**src/rtl/branch_target_predictor.sv**
```systemverilog
// Direct-mapped branch target buffer with a pattern history table of saturating counters,
// indexed bimodally or gshare-style by a non-speculative global history register.
module branch_target_predictor #(
    parameter int PC_W      = 64,
    parameter int N_ENTRIES = 16,
    parameter int TAG_BITS  = 8,
    parameter int CNT_BITS  = 2,
    parameter int GHR_BITS  = 0,
    localparam int IDX_W    = $clog2(N_ENTRIES),
    localparam int HIST_W   = (GHR_BITS > 0) ? GHR_BITS : 1
) (
    input  logic              clk,
    input  logic              arst_n,
    input  logic [PC_W-1:0]   IF_PC,
    output logic              pred_hit,
    output logic              pred_taken,
    output logic [PC_W-1:0]   pred_target,
    output logic [HIST_W-1:0] pred_hist,
    input  logic              upd_valid,
    input  logic [PC_W-1:0]   upd_pc,
    input  logic              upd_taken,
    input  logic [PC_W-1:0]   upd_target,
    input  logic [HIST_W-1:0] upd_hist,
    input  logic              upd_mispredict,
    input  logic              clear_all,
    output logic [31:0]       mispredict_cnt
);

    localparam logic [CNT_BITS-1:0] CNT_MAX  = '1;
    localparam logic [CNT_BITS-1:0] PHT_INIT = CNT_BITS'((1 << (CNT_BITS - 1)) - 1);

    logic [N_ENTRIES-1:0] valid_q, valid_d;
    logic [TAG_BITS-1:0]  tag_q [N_ENTRIES];
    logic [TAG_BITS-1:0]  tag_d [N_ENTRIES];
    logic [PC_W-1:0]      tgt_q [N_ENTRIES];
    logic [PC_W-1:0]      tgt_d [N_ENTRIES];
    logic [CNT_BITS-1:0]  pht_q [N_ENTRIES];
    logic [CNT_BITS-1:0]  pht_d [N_ENTRIES];
    logic [HIST_W-1:0]    ghr_q, ghr_d;
    logic [31:0]          mispredict_cnt_q, mispredict_cnt_d;

    logic [IDX_W-1:0]     lk_idx, lk_hist, lk_pht_idx;
    logic [IDX_W-1:0]     up_idx, up_hist, up_pht_idx;
    logic [TAG_BITS-1:0]  lk_tag, up_tag;
    logic [CNT_BITS-1:0]  up_ctr;
    logic                 unused_bits;

    assign lk_idx = IF_PC[IDX_W+1:2];
    assign lk_tag = IF_PC[IDX_W+TAG_BITS+1:IDX_W+2];
    assign up_idx = upd_pc[IDX_W+1:2];
    assign up_tag = upd_pc[IDX_W+TAG_BITS+1:IDX_W+2];

    // Bimodal mode keeps the GHR flop pinned at zero, so pred_hist reads 0 for free.
    if (GHR_BITS > 0) begin : g_gshare
        assign lk_hist = IDX_W'(ghr_q);
        assign up_hist = IDX_W'(upd_hist);
    end else begin : g_bimodal
        assign lk_hist = '0;
        assign up_hist = '0;
    end

    assign lk_pht_idx  = lk_idx ^ lk_hist;
    assign up_pht_idx  = up_idx ^ up_hist;
    assign up_ctr      = pht_q[up_pht_idx];
    assign unused_bits = ^{IF_PC, upd_pc, upd_hist};

    assign pred_hit       = valid_q[lk_idx] && (tag_q[lk_idx] == lk_tag);
    assign pred_taken     = pred_hit && pht_q[lk_pht_idx][CNT_BITS-1];
    assign pred_target    = pred_hit ? tgt_q[lk_idx] : '0;
    assign pred_hist      = ghr_q;
    assign mispredict_cnt = mispredict_cnt_q;

    always_comb begin
        valid_d          = valid_q;
        tag_d            = tag_q;
        tgt_d            = tgt_q;
        pht_d            = pht_q;
        ghr_d            = ghr_q;
        mispredict_cnt_d = mispredict_cnt_q;

        if (upd_valid) begin
            if (upd_taken && (up_ctr != CNT_MAX)) begin
                pht_d[up_pht_idx] = up_ctr + CNT_BITS'(1);
            end else if (!upd_taken && (up_ctr != '0)) begin
                pht_d[up_pht_idx] = up_ctr - CNT_BITS'(1);
            end
            if (upd_taken && !clear_all) begin
                valid_d[up_idx] = 1'b1;
                tag_d[up_idx]   = up_tag;
                tgt_d[up_idx]   = upd_target;
            end
            if (GHR_BITS > 0) begin
                ghr_d = HIST_W'({ghr_q, upd_taken});
            end
            if (upd_mispredict && (mispredict_cnt_q != '1)) begin
                mispredict_cnt_d = mispredict_cnt_q + 32'd1;
            end
        end

        // A flush beats a same-cycle BTB write and history shift.
        if (clear_all) begin
            valid_d = '0;
            ghr_d   = '0;
        end
    end

    always_ff @(posedge clk or negedge arst_n) begin
        if (!arst_n) begin
            valid_q          <= '0;
            ghr_q            <= '0;
            mispredict_cnt_q <= '0;
            for (int i = 0; i < N_ENTRIES; i++) begin
                tag_q[i] <= '0;
                tgt_q[i] <= '0;
                pht_q[i] <= PHT_INIT;
            end
        end else begin
            valid_q          <= valid_d;
            tag_q            <= tag_d;
            tgt_q            <= tgt_d;
            pht_q            <= pht_d;
            ghr_q            <= ghr_d;
            mispredict_cnt_q <= mispredict_cnt_d;
        end
    end

endmodule

```
**config.mk**
```make
export PLATFORM = sky130hd
export DESIGN_NAME = branch_target_predictor
export DESIGN_NICKNAME = d
export VERILOG_FILES = /design/src/rtl/branch_target_predictor.sv
export SDC_FILE = /design/constraint.sdc
export NUM_CORES = 2
export LEC_CHECK = 0
export BUFFER_PORTS_ARGS = -buffer_cell sky130_fd_sc_hd__buf_2
export CELL_PAD_IN_SITES_DETAIL_PLACEMENT = 1
export CELL_PAD_IN_SITES_GLOBAL_PLACEMENT = 1
export CORE_UTILIZATION = 45
export CTS_CLUSTER_DIAMETER = 120
export CTS_CLUSTER_SIZE = 20
export DETAILED_ROUTE_END_ITERATION = 8
export GPL_TIMING_DRIVEN = 0
export PLACE_DENSITY = 0.84
export SYNTH_ARGS = -nofsm -noshare
export SYNTH_HDL_FRONTEND = slang
export SYNTH_SLANG_ARGS = --single-unit
```
**constraint.sdc**
```tcl
create_clock -name clk -period 2.7 [get_ports clk]
set_clock_uncertainty 0.05 [all_clocks]
set_input_delay 0.27 -clock clk [delete_from_list [all_inputs] [get_ports clk]]
set_output_delay 0.27 -clock clk [all_outputs]
set_load 0.1 [all_outputs]
```
==> results.py <==
metrics = {
    "cts": {
        "clkTransAtPathRegs_ns": 0.09,
        "htreeDepth": 3,
        "cts_root_buf": "clkbuf_16",
        "cts-buffers-inserted": 71,
        "cts_tree": "yes",
        "cts.sink_count": 1232,
        "clock_path_buffers": 3,
        "worstSkewPairLatency_ns": 0.66,
        "hold_buffers": 73,
    },
    "logic_synthesis": {
        "synth_async_sr_flop_share_pct": 100,
        "synth_top_area_share_pct": 54.0,
        "synth.avg_cell_area_um2": 16.4,
        "synth_common_cells": "dfrtp_1, mux2_2, mux4_2",
        "synth_cells": 3437,
        "synth_top_cell_by_area": "dfrtp_1",
        "yosysWarnings": 0,
        "ys_ff_latch": 1232,
        "synth-seq-area-share_pct": 54.7,
        "ys_types": 44,
        "synthTopCellsByArea": "dfrtp_1, mux2_2, mux4_2",
        "synthFlopType": "dfrtp_1",
        "synth_most_common_cell": "dfrtp_1",
        "syn_area_um2": 56400,
        "synth_edf_count": 0,
        "synthesis.nets": 3639,
    },
    "global_route": {
        "grt-ovfl-total": 0,
        "grt_max_degree": 160,
        "grt_pass1_vias": 37707,
        "track_usage_pct": 27.2,
        "antenna_found_initial": 14,
        "grt_pass1_wl_mm": 256,
    },
    "floorplanning": {
        "ioPinCount": 298,
        "initial_core_util_pct": 45.5,
        "std_cell_rows": 129,
        "die_h_um": 356,
        "dieWidth_um": 356,
        "dieArea_um2": 127000,
        "core_area_um2": 124000,
    },
    "route": {
        "vias": 34154,
        "ant_nets": 0,
        "first_pass_iters": 7,
        "route.detailed.drc": 18,
        "initialDrtViolationCount": 2976,
        "routed_wl_mm": 171,
        "wl_per_cell_um": 31.1,
        "viasPerCell": 6.21,
    },
    "min_path": {
        "hold_class": "primary input to async pin",
    },
    "finish": {
        "fill_cells": 11544,
        "syn2layout_area_growth_pct": 15.6,
        "nNetsFinal": 4046,
        "regArea_um2": 30900,
        "multiInputGateArea_um2": 25300,
        "drive_above_1_share_pct": 57.7,
    },
    "placed_design": {
        "port_buffers": 187,
        "place.gp.congestion": 0.829,
        "hpwl_mm": 112,
        "place_ws_ns": -2.36,
    },
    "setup_path": {
        "crit_fanout": 6,
        "startpoint_type": "flop",
        "end_kind": "output pin",
        "slowest_delay_ns": 0.56,
        "cp_top_family": "buffers and inverters",
        "cp.arrival_ns": 3.65,
        "cp_data_required_time_ns": 2.38,
        "worst-path-stages": 9,
        "r2r_cells": 9,
        "crit_type": "flop to output pin",
        "path_cells": "mux4_2 -> xnor2_2 -> nor2_2 -> a2111oi_4 -> a32oi_4 -> buf_12 -> buf_16 -> nor4_4 -> buf_6",
        "worst_path_max_delay_cell": "nor4_4",
        "cp_num_buf_inv": 3,
    },
    "timing": {
        "relSlewSlack_pct": 22.5,
        "rsz0062_at_grt": "true",
        "period_needed_ns": 3.97,
        "setup_violations": 98,
        "hold_viol": 105,
        "hold_slack_ns": -0.516,
        "fmax_mhz": 252,
        "period_share_pct": 147,
        "slew_viol_final": 0,
        "tightest_slew_ns": 1.16,
        "fin_ws_ns": -1.27,
    },
    "outcome": {
        "status": "finished with violations",
        "violations": "DRC, hold timing, setup timing",
    },
    "pwr": {
        "peakVddDrop_v": 0.000456,
        "powerDensity_nw_per_um2": 648,
        "p_leak_uw": 0.0301,
    },
    "job": {
        "max_cap_viol_count": 0,
    },
}
-- worst paths after layout --
path | startpoint | endpoint | slack, ns
min | arst_n | tag_q[16] | -0.52
min reg2reg | flop | flop | 0.41
min in group clk | upd_pc[5] | flop | 0.02
max in group asynchronous | arst_n | tgt_q[566] | 0.67
max | tag_q[83] | pred_target[34] | -1.27
max reg2reg | pht_q[29] | pht_q[7] | -0.27
-- power by group --
group | internal [uW] | switching (uW)
Combinational | 4420 | 3940
Clock | 4980 | 6260
Sequential | 21100 | 1560
Total | 30400 | 11800
-- cell type report --
type                            instances  area share, %
Buffer                                301           2.55
Clock buffer                           84           2.90
Antenna cell                            5         0.0192
Clock inverter                          4         0.0653
Sequential cell                      1232           47.4
Multi-Input combinational cell       1888           38.8
Tap cell                             1637           3.14
Timing Repair Buffer                  341           5.03
Inverter                                9         0.0595
-- layer usage --
| layer | global-route usage (%) | up-vias | share of wire [%] |
|---|---|---|---|
| met5 | 0 | - | 0.061 |
| li1 | - | 13645 | - |
| met3 | 4.44 | 391 | 6.4 |
| met2 | 44.7 | 1193 | 50 |
| met4 | 10.2 | 18 | 4.2 |
| met1 | 36.5 | 18907 | 40 |
-- metrics by stage --
stage               cell area (um2)  cells  total power, uW  setup TNS (ns)  util [%]
detailed placement            60600   5279            30200         -768.68      48.9
CTS                           64600   5478            41900          -82.63      52.2
global placement              60200   5261            29600               -      48.5
global route                  65100   5499            43700          -84.47      52.6
floorplan                     57200   3437            27700          -46.25         -
finish                        65200   5501            42200          -78.86      52.6
-- state kept, by name (all words and copies together), names as in the netlist, named ones only --
register and cells:
tgt_q 1024, tag_q 128, mispredict_cnt 32, pht_q 16
valid_q 16
-- repair_timing --
action	in CTS	in global routing
cloned	3	1
pin swaps	55	48
setup buffers	36	25
hold endpoints to repair	534	96
endpoints found under the setup margin	200	532
resized for setup	313	144
-- logic make-up (layout without fill, tap and decap cells) --
kind of cell / after synthesis / count (layout) / synth area share (%)
buffers and inverters: 317 / 739 / 2.42
AO/OA/AOI/OAI: 40 / 40 / 0.446
XOR/XNOR: 45 / 45 / 0.699
other: 1 / 6 / 0.00665
AND/OR/NAND/NOR: 235 / 235 / 3.03
adder cells (fa/ha/maj): 3 / 3 / 0.0666
multiplexers: 1564 / 1564 / 38.6
flip-flops: 1232 / 1232 / 54.7
-- placed cells by master (no fill, tap or decap), types with 30 or more instances in the layout --
cell type	instances
xnor2_1	31
dlygate4sd3_1	73
dfrtp_1	1201
buf_6	105
mux4_2	368
clkbuf_16	75
mux2_2	1162
nor4_4	30
clkbuf_2	52
nor4b_4	36
nand3_1	39
clkbuf_1	160
buf_4	31
buf_2	175
Power figures use the tool's default switching activity.
